<file path="config.mk">
export PLATFORM = sky130hd
export DESIGN_NAME = vedic_seq_divider
export DESIGN_NICKNAME = d
export VERILOG_FILES = /design/src/rtl/vedic_seq_divider.sv
export SDC_FILE = /design/constraint.sdc
export NUM_CORES = 1
export LEC_CHECK = 0
export CORE_MARGIN = 4
export CORE_UTILIZATION = 56
export DETAILED_ROUTE_END_ITERATION = 10
export PLACE_DENSITY_LB_ADDON = 0.25
export SYNTH_ARGS = -nofsm -noshare
export SYNTH_HDL_FRONTEND = slang
export SYNTH_SLANG_ARGS = --single-unit
export TNS_END_PERCENT = 1
</file>
<file path="constraint.sdc">
create_clock -name clk -period 5.25 [get_ports clk]
set_clock_uncertainty 0.15 [all_clocks]
set_input_delay 1.05 -clock clk [delete_from_list [all_inputs] [get_ports clk]]
set_output_delay 1.05 -clock clk [all_outputs]
set_load 0.01 [all_outputs]
</file>
<file path="src/rtl/vedic_seq_divider.sv">
// rtl/vedic_seq_divider.sv - iterative restoring divider, one quotient bit per cycle
//
// Divides a 2W-bit dividend by a W-bit divisor behind valid/ready handshakes.
// Optional macro: VEDIC_DIV_SIGNED_EN (two's complement operands, adds a FIX state).
//
// Ports:
//   clk        in   1    rising-edge clock
//   rst_n      in   1    asynchronous active-low reset
//   in_valid   in   1    dividend/divisor valid
//   in_ready   out  1    divider can accept an operation
//   dividend   in   2W   dividend
//   divisor    in   W    divisor
//   out_valid  out  1    result valid, held until out_ready
//   out_ready  in   1    consumer accepts result
//   quotient   out  2W   quotient
//   remainder  out  W    remainder
//   div_zero   out  1    divisor was zero (qualified by out_valid)
module vedic_seq_divider #(
    parameter int W = 4
) (
    input  logic             clk,
    input  logic             rst_n,
    input  logic             in_valid,
    output logic             in_ready,
    input  logic [2*W-1:0]   dividend,
    input  logic [W-1:0]     divisor,
    output logic             out_valid,
    input  logic             out_ready,
    output logic [2*W-1:0]   quotient,
    output logic [W-1:0]     remainder,
    output logic             div_zero
);

    localparam int DW = 2 * W;
    localparam int CW = $clog2(DW);

`ifdef VEDIC_DIV_SIGNED_EN
    typedef enum logic [1:0] {IDLE = 2'd0, CALC = 2'd1, DONE = 2'd2, FIX = 2'd3} state_t;
`else
    typedef enum logic [1:0] {IDLE = 2'd0, CALC = 2'd1, DONE = 2'd2} state_t;
`endif

    state_t          state;
    // work holds the not-yet-consumed dividend bits in its upper end while
    // quotient bits shift in from the bottom; after 2W steps it is the quotient.
    logic [DW-1:0]   work;
    logic [W:0]      rem;
    logic [W-1:0]    dvs_r;
    logic [CW-1:0]   count;

    logic [W:0]      rem_sh;
    logic [W:0]      rem_sub;
    logic [W:0]      rem_nxt;
    logic [DW-1:0]   work_nxt;
    logic            take;
    logic [DW-1:0]   dvd_mag;
    logic [W-1:0]    dvs_mag;

`ifdef VEDIC_DIV_SIGNED_EN
    logic            neg_q;
    logic            neg_r;
    logic [W-1:0]    rem_w;

    assign rem_w = W'(rem);

    // Magnitudes are formed at accept; -2^(2W-1) maps to 2^(2W-1), which
    // still fits the unsigned 2W-bit datapath, so the overflow case wraps naturally.
    always_comb begin
        dvd_mag = dividend[DW-1] ? (~dividend + 1'b1) : dividend;
        dvs_mag = divisor[W-1]   ? (~divisor + 1'b1)  : divisor;
    end
`else
    always_comb begin
        dvd_mag = dividend;
        dvs_mag = divisor;
    end
`endif

    // One restoring step: the shifted partial remainder needs W+1 bits since
    // it can reach 2*divisor-1 before the trial subtraction.
    always_comb begin
        rem_sh   = (rem << 1) | (W+1)'(work[DW-1]);
        take     = (rem_sh >= {1'b0, dvs_r});
        rem_sub  = rem_sh - {1'b0, dvs_r};
        rem_nxt  = take ? rem_sub : rem_sh;
        work_nxt = {work[DW-2:0], take};
    end

    always_ff @(posedge clk or negedge rst_n) begin
        if (!rst_n) begin
            state     <= IDLE;
            in_ready  <= 1'b1;
            out_valid <= 1'b0;
            quotient  <= '0;
            remainder <= '0;
            div_zero  <= 1'b0;
            work      <= '0;
            rem       <= '0;
            dvs_r     <= '0;
            count     <= '0;
`ifdef VEDIC_DIV_SIGNED_EN
            neg_q     <= 1'b0;
            neg_r     <= 1'b0;
`endif
        end else begin
            case (state)
                IDLE: begin
                    if (in_valid && in_ready) begin
                        in_ready <= 1'b0;
                        if (divisor == '0) begin
                            quotient  <= '1;
                            remainder <= dividend[W-1:0];
                            div_zero  <= 1'b1;
                            out_valid <= 1'b1;
                            state     <= DONE;
                        end else begin
                            work  <= dvd_mag;
                            dvs_r <= dvs_mag;
                            rem   <= '0;
                            count <= CW'(DW - 1);
`ifdef VEDIC_DIV_SIGNED_EN
                            neg_q <= dividend[DW-1] ^ divisor[W-1];
                            neg_r <= dividend[DW-1];
`endif
                            state <= CALC;
                        end
                    end
                end
                CALC: begin
                    work  <= work_nxt;
                    rem   <= rem_nxt;
                    count <= count - 1'b1;
                    if (count == '0) begin
`ifdef VEDIC_DIV_SIGNED_EN
                        state <= FIX;
`else
                        quotient  <= work_nxt;
                        remainder <= W'(rem_nxt);
                        div_zero  <= 1'b0;
                        out_valid <= 1'b1;
                        state     <= DONE;
`endif
                    end
                end
`ifdef VEDIC_DIV_SIGNED_EN
                FIX: begin
                    quotient  <= neg_q ? (~work + 1'b1) : work;
                    remainder <= neg_r ? (~rem_w + 1'b1) : rem_w;
                    div_zero  <= 1'b0;
                    out_valid <= 1'b1;
                    state     <= DONE;
                end
`endif
                DONE: begin
                    // Ready rises only after the output handshake, so no accept
                    // can share a cycle with it.
                    if (out_ready) begin
                        out_valid <= 1'b0;
                        in_ready  <= 1'b1;
                        state     <= IDLE;
                    end
                end
                default: begin
                    state <= IDLE;
                end
            endcase
        end
    end

endmodule

</file>
==> run metrics, run 1 <==
Layout Nets 244; GP Congestion 0.872; Clock power frac 14.7%; Leak 1.03 nW; die area 4290 µm²; num ports 31; Die Wd 65.5 µm; FP Rows 20; initial antenna violation count 0; CP cell instances clkdlybuf4s50_1 -> and2_1 -> a32oi_1 -> a21oi_1 -> a31oi_1; M1 wire length 1750 µm; Final min period 2.78 ns; syn nets 215; Max Cap Viol 0; register bit count reported by yosys 36; Final Cycle Share 53.0%; FMAX 0.359 GHz; crit path max fanout 11; gate count after technology mapping 192; synthesized area 1850 µm²; Logic pwr share 47.6%; Sum Neg Setup Slack 0 ns; max layer used met4; Sw Share 38.5%; Fin. Hold Viols 0; Main synth FF type dfrtp_1; Final Total Pwr 1.30 mW; internal power 799 µW; fin cells 266; CTS-repair resized insts 0; Netlist cell types 40; routed wire length 4070 µm; share of cells above drive strength 1 9.91%; Max stage delay on crit path 0.84 ns; outcome completed; CTS tree yes; Worst-Margin Slew 1.00 ns; RSZ-0062 raised after global routing no; starting density of the core 59.7%; CTS buffer count 5; max-slew violations 0; htree depth 2; number of post-CTS setup repair buffers 0; Routed met3 length 219 µm; Post-synth EDFFs 0; Worst Path Arrival 2.89 ns; height of the die 65.5 µm; Seq/Total Area, Yosys 48.7%; core area 3100 µm²; gr ovfl total 0; syn avg cell area 9.64 µm²; crit path kind in -> reg; via count 1527; P per Cell Area 578 nW/µm²; Slowest cell on crit path a32oi_1; DP Wirelength 2990 µm; sequential fraction of design power 37.7%; vias in the first global route 1497; Avg WL per Cell 15.3 µm; CP endpoint kind flop; Area Overhead vs Synth 21.4%; drt first-iter violations 87; clock latency on the worst-skew pair 0.34 ns; placed cell count 258; Clock Path Buffers 2; Post-synth ARST share 100%; # diodes 0; All-Layer GR Usage 21.9%; wire length of the first global-routing pass 7200 µm; drt drc 0; VDD IR max 0.316 mV; Relative slew margins 33.1%; NetSw 500 µW; Buffers on Ports 30; Hold Crit Class reg -> reg; Detail Route Antenna Nets 0; Worst-path clk slew 0.11 ns; Vias/cell 5.74; cts hold-fix bufs 0; pin count of the biggest net entering global routing 37; synthesis warning total 0; CTS root buf clkbuf_4; DR WL met2 2030 µm; clk sinks 36; setup violators final 0; Worst setup SP type primary input; CP required 5.36 ns; drt pass-1 iters 4
[routing by layer]
metal | track usage [%] | vias to the layer above
li1 | - | 729
met2 | 36.5 | 48
met3 | 4.79 | 10
met4 | 6.99 | 0
met5 | 0 | -
met1 | 28.3 | 740
[logic make-up (layout without fill, tap and decap cells)]
family	after synthesis	count (layout)	synth area share (%)
adders and majority gates	7	7	5.14
AOI/OAI and AO/OA	46	46	16.1
buffers and inverters	21	51	4.93
DFF	36	36	48.7
and+or+nand+nor	71	71	17.7
muxes	10	10	6.96
xor gates and xnor gates	1	1	0.473
[critical path, delay by kind of cell]
kind / cells / cell delay [ns]
AND/OR/NAND/NOR: 1 / 0.24
buffers and inverters: 1 / 0.44
AO/OA/AOI/OAI: 3 / 1.15
[cells in the final DEF (no fill, tap or decap), types with 3 or more instances in the layout]
| cell type | Yosys | final |
|---|---|---|
| ha_1 | 6 | 6 |
| o211ai_1 | 8 | 8 |
| o21ai_0 | 17 | 17 |
| clkbuf_4 | 0 | 5 |
| a31oi_1 | 5 | 5 |
| nand2_1 | 41 | 41 |
| clkdlybuf4s50_1 | 0 | 30 |
| nor2_1 | 10 | 10 |
| a21oi_1 | 6 | 6 |
| dfrtp_1 | 35 | 35 |
| inv_1 | 11 | 11 |
| mux2_2 | 3 | 3 |
| or4_1 | 5 | 5 |
| mux2_4 | 5 | 5 |
[final timing paths]
path / slack, ns / depth (start not counted) / startpoint / endpoint
min: 0.33 / 2 / quotient[7] / quotient[7]
max in group asynchronous: 3.63 / 2 / rst_n / in_ready
min in group asynchronous: 0.97 / 2 / rst_n / quotient[1]
max reg2reg: 3.07 / 3 / state[1] / remainder[1]
min reg2reg: 0.33 / 2 / quotient[7] / quotient[7]
max: 2.47 / 5 / in_valid / remainder[0]
[power by group through the flow]
stage	clock, mW	sequential (mW)	combinational [mW]
finish	0.191	0.490	0.618
global route	0.207	0.507	0.691
CTS	0.193	0.488	0.616
detailed placement	0	0.493	0.615
global placement	0	0.484	0.577
floorplan	0	0.491	0.406
[registers in the layout, summed over array words and instances, names as in the netlist]
| name | flops |
|---|---|
| count | 3 |
| div_zero | 1 |
| dvs_r | 4 |
| in_ready | 1 |
| out_valid | 1 |
| quotient | 8 |
| rem | 4 |
| remainder | 4 |
| state | 2 |
| work | 8 |
[cells in the mapped netlist, drive strengths merged, types with 4 or more instances]
cell type,number,share of area [%]
nand2,41,8.3
dfrtp,35,47
o21ai,17,4.6
inv,11,2.2
nor2,11,2.4
a21oi,8,3.0
mux2,8,5.9
o211ai,8,3.2
clkbuf,6,1.3
ha,6,4.1
or4,6,2.6
a31oi,5,1.7
buf,4,1.4
[area by class of cell]
class,instances,area (µm²)
Clock buffer,6,41.3
Clock inverter,2,35.0
Fill cell,258,855
Inverter,11,41.3
Multi-Input combinational cell,135,858
Sequential cell,36,902
Tap cell,44,55.1
Timing Repair Buffer,32,315
[per-stage QoR]
| step | util (%) | hold slack [ns] | setup slack [ns] | area (µm²) |
|---|---|---|---|---|
| 2_1_floorplan | - | 0.304 | 2.73 | 1850 |
| 3_3_place_gp | 70.0 | 0.299 | 2.13 | 2170 |
| 3_5_place_dp | 70.0 | 0.313 | 2.10 | 2170 |
| 4_1_cts | 72.5 | 0.337 | 2.45 | 2250 |
| 5_1_grt | 72.5 | 0.363 | 2.26 | 2250 |
| 6_report | 72.5 | 0.332 | 2.47 | 2250 |
Note: power is estimated with default switching activity, not from simulation.
==> run 2: changes to the inputs <==
--- a/config.mk
+++ b/config.mk
@@ -6,7 +6,7 @@
 export NUM_CORES = 1
 export LEC_CHECK = 0
 export CORE_MARGIN = 4
-export CORE_UTILIZATION = 56
+export CORE_UTILIZATION = 52
 export DETAILED_ROUTE_END_ITERATION = 10
 export PLACE_DENSITY_LB_ADDON = 0.25
 export SYNTH_ARGS = -nofsm -noshare
==> constraint.sdc (replaced) <==
create_clock -name clk -period 2.9 [get_ports clk]
set_clock_uncertainty 0.15 [all_clocks]
set_input_delay 0.58 -clock clk [delete_from_list [all_inputs] [get_ports clk]]
set_output_delay 0.58 -clock clk [all_outputs]
set_load 0.01 [all_outputs]
==> run 2 against run 1 <==
Clock-buffer cell count is 1 lower. Die area grew 6.7%. Total power grew 81%. Setup slack worse by 2.0 ns. Cell count grew 1.5%. Utilization shrank 5.5 points. Combinational power rose by 81%. Clock power rose by 84%. First-iteration DRC count grew 28%. Cell area up 0.95%. Largest power group unchanged.
==> run metrics, run 2 (synthesized netlist as in run 1, its figures left out) <==
outcome completed; Area Overhead vs Synth 22.6%; Leak 1.04 nW; most common cell after layout, fill and taps aside nand2_1; placed cell count 262; internal power 1.45 mW; Final Cycle Share 82.4%; Final Total Pwr 2.36 mW; die area 4580 µm²; num ports 31; CP endpoint kind flop; Max Cap Viol 0; Layout Nets 246; htree depth 2; starting density of the core 54.6%; sequential fraction of design power 37.6%; gr ovfl total 0; CP required 2.97 ns; fin cells 270; Relative slew margins 35.6%; Top Registers quotient (8), work (8); FMAX 0.419 GHz; drt pass-1 iters 4; pin count of the biggest net entering global routing 37; setup violators final 0; CTS buffer count 5; Buffers on Ports 30; clk sinks 36; Detail Route Antenna Nets 0; crit path kind in -> reg; NetSw 902 µW; Clock Path Buffers 2; Fin. Hold Viols 0; initial antenna violation count 0; RSZ-0062 raised after global routing no; CTS tree yes; cts hold-fix bufs 0; max-slew violations 0; routed wire length 3950 µm; Worst setup SP type primary input; # diodes 0; via count 1527; height of the die 67.7 µm; Die Wd 67.7 µm; Vias/cell 5.66; number of post-CTS setup repair buffers 0; core area 3390 µm²; FP Rows 21; drt drc 0; Avg WL per Cell 14.6 µm; Worst-path clk slew 0.12 ns; share of cells above drive strength 1 11.2%; vias in the first global route 1520; Sw Share 38.3%; CTS root buf clkbuf_4; Worst Path Arrival 2.45 ns; VDD IR max 0.445 mV; GP Congestion 0.884; wire length of the first global-routing pass 7020 µm; commonest cells after routing, fill and taps aside nand2_1 (41), dfrtp_1 (35), clkdlybuf4s50_1 (30), o21ai_0 (17), inv_1 (11); drt first-iter violations 111; Logic pwr share 47.5%; Final min period 2.39 ns; P per Cell Area 1040 nW/µm²; Worst-Margin Slew 0.966 ns; crit path max fanout 11; FF-to-FF setup slack 0.71 ns; Clock power frac 14.9%; DP Wirelength 3010 µm; CTS-repair resized insts 0; Hold Crit Class reg -> reg; clock latency on the worst-skew pair 0.35 ns; All-Layer GR Usage 20.9%; Sum Neg Setup Slack 0 ns
==> run 2: worst paths after layout <==
path	startpoint	to	depth (start not counted)
worst max-delay path	divisor[1]	remainder[0]	5
worst min-delay path	quotient[3]	quotient[3]	2
worst max register to register	dvs_r[1]	work[0]	6
worst min register to register	quotient[3]	quotient[3]	2
max in group asynchronous	rst_n	in_ready	2
min in group asynchronous	rst_n	remainder[3]	2
==> run 2: layer usage <==
layer | wire, µm | part of all wire, % | global-route usage [%] | vias up
met5 | 0 | 0 | 0 | -
met4 | 56 | 1.4 | 9.62 | 0
met3 | 182 | 4.6 | 5.16 | 5
met2 | 1950 | 49 | 34.3 | 50
met1 | 1760 | 45 | 25.8 | 733
li1 | - | - | - | 739
==> run 2: worst max-delay path, stage by stage <==
cell and delay (ns):
clkdlybuf4s50_1 0.44, nor4_1 0.57, a32oi_1 0.51, a21oi_1 0.25, a31oi_1 0.10
==> run 2: final cells by class <==
class,instances,area (µm²)
clock buffers,5,37.5
clock inverters,3,42.5
fillers,284,1120
inverters,11,41.3
multi-input cells,135,858
flip-flops and latches,36,902
well taps,46,57.6
repair buffers,34,330
==> run 2: metrics by stage <==
stage	setup slack [ns]	hold WS, ns	util (%)	area [µm²]
6_report	0.511	0.327	67.0	2270
5_1_grt	0.356	0.350	67.0	2270
4_1_cts	0.551	0.334	67.0	2270
3_5_place_dp	0.175	0.307	64.6	2190
3_3_place_gp	0.271	0.299	64.6	2190
2_1_floorplan	0.849	0.134	-	1850
==> run 2: power by group through the flow <==
stage / Combinational (mW) / Clock [mW] / Sequential [mW]
global placement: 1.06 / 0 / 0.876
floorplan: 0.735 / 0 / 0.889
CTS: 1.12 / 0.360 / 0.885
global route: 1.26 / 0.381 / 0.919
finish: 1.12 / 0.351 / 0.886
detailed placement: 1.12 / 0 / 0.894
==> run 3: changes to the inputs <==
--- a/config.mk
+++ b/config.mk
@@ -6,7 +6,7 @@
 export NUM_CORES = 1
 export LEC_CHECK = 0
 export CORE_MARGIN = 4
-export CORE_UTILIZATION = 52
+export CORE_UTILIZATION = 47
 export DETAILED_ROUTE_END_ITERATION = 10
 export PLACE_DENSITY_LB_ADDON = 0.25
 export SYNTH_ARGS = -nofsm -noshare
==> constraint.sdc (replaced) <==
create_clock -name clk -period 2.13 [get_ports clk]
set_clock_uncertainty 0.15 [all_clocks]
set_input_delay 0.426 -clock clk [delete_from_list [all_inputs] [get_ports clk]]
set_output_delay 0.426 -clock clk [all_outputs]
set_load 0.01 [all_outputs]
==> run 3 against run 2 <==
Utilization fell by 1.9 points. Worst hold slack got worse by 0.011 ns. Cell count rose by 6.3%. Die area rose by 9.4%. Critical path type is now reg -> reg. Largest cell class unchanged. Cell area rose by 7.4%. Register-to-register slack got worse by 0.64 ns. Sequential power rose by 38%. Critical path depth rose by 1.
==> run metrics, run 3 (synthesized netlist as in run 1, its figures left out) <==
DP Wirelength 3090 µm; Hold Crit Class reg -> reg; pin count of the biggest net entering global routing 37; most common cell after layout, fill and taps aside nand2_1; VDD IR max 0.570 mV; Top Registers quotient (8), work (8); Buffers on Ports 30; max-slew violations 0; Die Wd 70.8 µm; Relative slew margins 63.4%; Fin. Hold Viols 0; starting density of the core 49.5%; commonest cells after routing, fill and taps aside nand2_1 (41), dfrtp_1 (35), clkdlybuf4s50_1 (30), buf_4 (18), o21ai_0 (17); CTS tree yes; Max Cap Viol 0; P per Cell Area 1380 nW/µm²; final worst setup slack 0.0715 ns; wire length of the first global-routing pass 7290 µm; Layout Nets 261; clock latency on the worst-skew pair 0.29 ns; core area 3740 µm²; Placed Area 2300 µm²; crit path max fanout 8; die area 5010 µm²; Leak 1.13 nW; vias in the first global route 1661; routed wire length 4110 µm; setup violators final 0; CTS buffer count 5; Detail Route Antenna Nets 0; Final min period 2.06 ns; Final Cycle Share 96.6%; internal power 2.08 mW; drt drc 0; share of cells above drive strength 1 18.8%; critical hold path startpoint quotient[3]; All-Layer GR Usage 18.0%; clk sinks 36; num ports 31; GP Congestion 0.864; Final Total Pwr 3.36 mW; Sw Share 38.0%; design area 2440 µm²; drt pass-1 iters 4; crit path kind reg -> reg; CP endpoint kind flop; Avg WL per Cell 14.3 µm; crit path launch dvs_r[1]; height of the die 70.8 µm; htree depth 2; sequential fraction of design power 36.2%; initial antenna violation count 0; Area Overhead vs Synth 31.6%; gr ovfl total 0; Worst Path Arrival 2.09 ns; FP Rows 22; via count 1543; RSZ-0062 raised after global routing no; CTS root buf clkbuf_8; CP required 2.16 ns; FF-to-FF Start dvs_r[1]; Clock power frac 14.0%; Sum Neg Setup Slack 0 ns; Worst-path clk slew 0.07 ns; Worst setup SP type flop; # diodes 0; fill cell count 322; Vias/cell 5.38; FMAX 0.486 GHz; drt first-iter violations 56; NetSw 1.28 mW; outcome completed; Worst-Margin Slew 0.549 ns; post-place setup slack -0.260 ns; Clock Path Buffers 2; Logic pwr share 49.8%
## run 3: final timing paths
| kind | to | slack (ns) | depth (start not counted) |
|---|---|---|---|
| worst max-delay path | work[0] | 0.07 | 6 |
| worst min-delay path | quotient[3] | 0.32 | 2 |
| worst max register to register | work[0] | 0.07 | 6 |
| worst min register to register | quotient[3] | 0.32 | 2 |
| max in group asynchronous | in_ready | 1.08 | 2 |
| min in group asynchronous | work[6] | 0.41 | 2 |
## run 3: final cells by class
type	instances	area [µm²]	area share [%]
clock buffer	5	68.8	2.82
timing repair buffer	49	447	18.3
multi-input combinational	135	900	36.9
clock inverter	3	18.8	0.770
tap	48	60.1	2.46
sequential	36	902	37.0
inverter	11	41.3	1.69
## run 3: per-stage QoR
stage | util (%) | hold WS, ns | instances
after global placement | 61.6 | 0.298 | 279
after detailed placement | 61.6 | 0.304 | 279
after floorplan | - | -0.0196 | 192
after CTS | 63.9 | 0.321 | 287
after global routing | 65.1 | 0.348 | 287
final | 65.1 | 0.316 | 287
## run 3: power by group through the flow
stage                     combinational (mW)  clock, mW  sequential, mW
final                                   1.67      0.471            1.22
after global routing                    1.86      0.521            1.25
after CTS                               1.59      0.489            1.21
after detailed placement                1.58          0            1.21
after global placement                  1.51          0            1.20
after floorplan                         1.00          0            1.21
## run 3: critical path, cell delays in order, from the launching register on
cell	delay, ns
dfrtp_1	0.37
inv_1	0.08
ha_1	0.21
or4_4	0.55
a21oi_4	0.22
o31ai_1	0.11
mux2_4	0.26
## run 3: per-layer routing
| layer | GRT usage (%) | routed length (µm) |
|---|---|---|
| met5 | 0 | 0 |
| met4 | 7.10 | 48 |
| met3 | 3.41 | 212 |
| met2 | 31.1 | 2030 |
| met1 | 22.2 | 1810 |
## run 3: timing repair
item	4_1_cts	5_1_grt
endpoints found under the setup margin	0	8
setup buffers	0	0
hold buffers	0	0
resized for setup	0	8
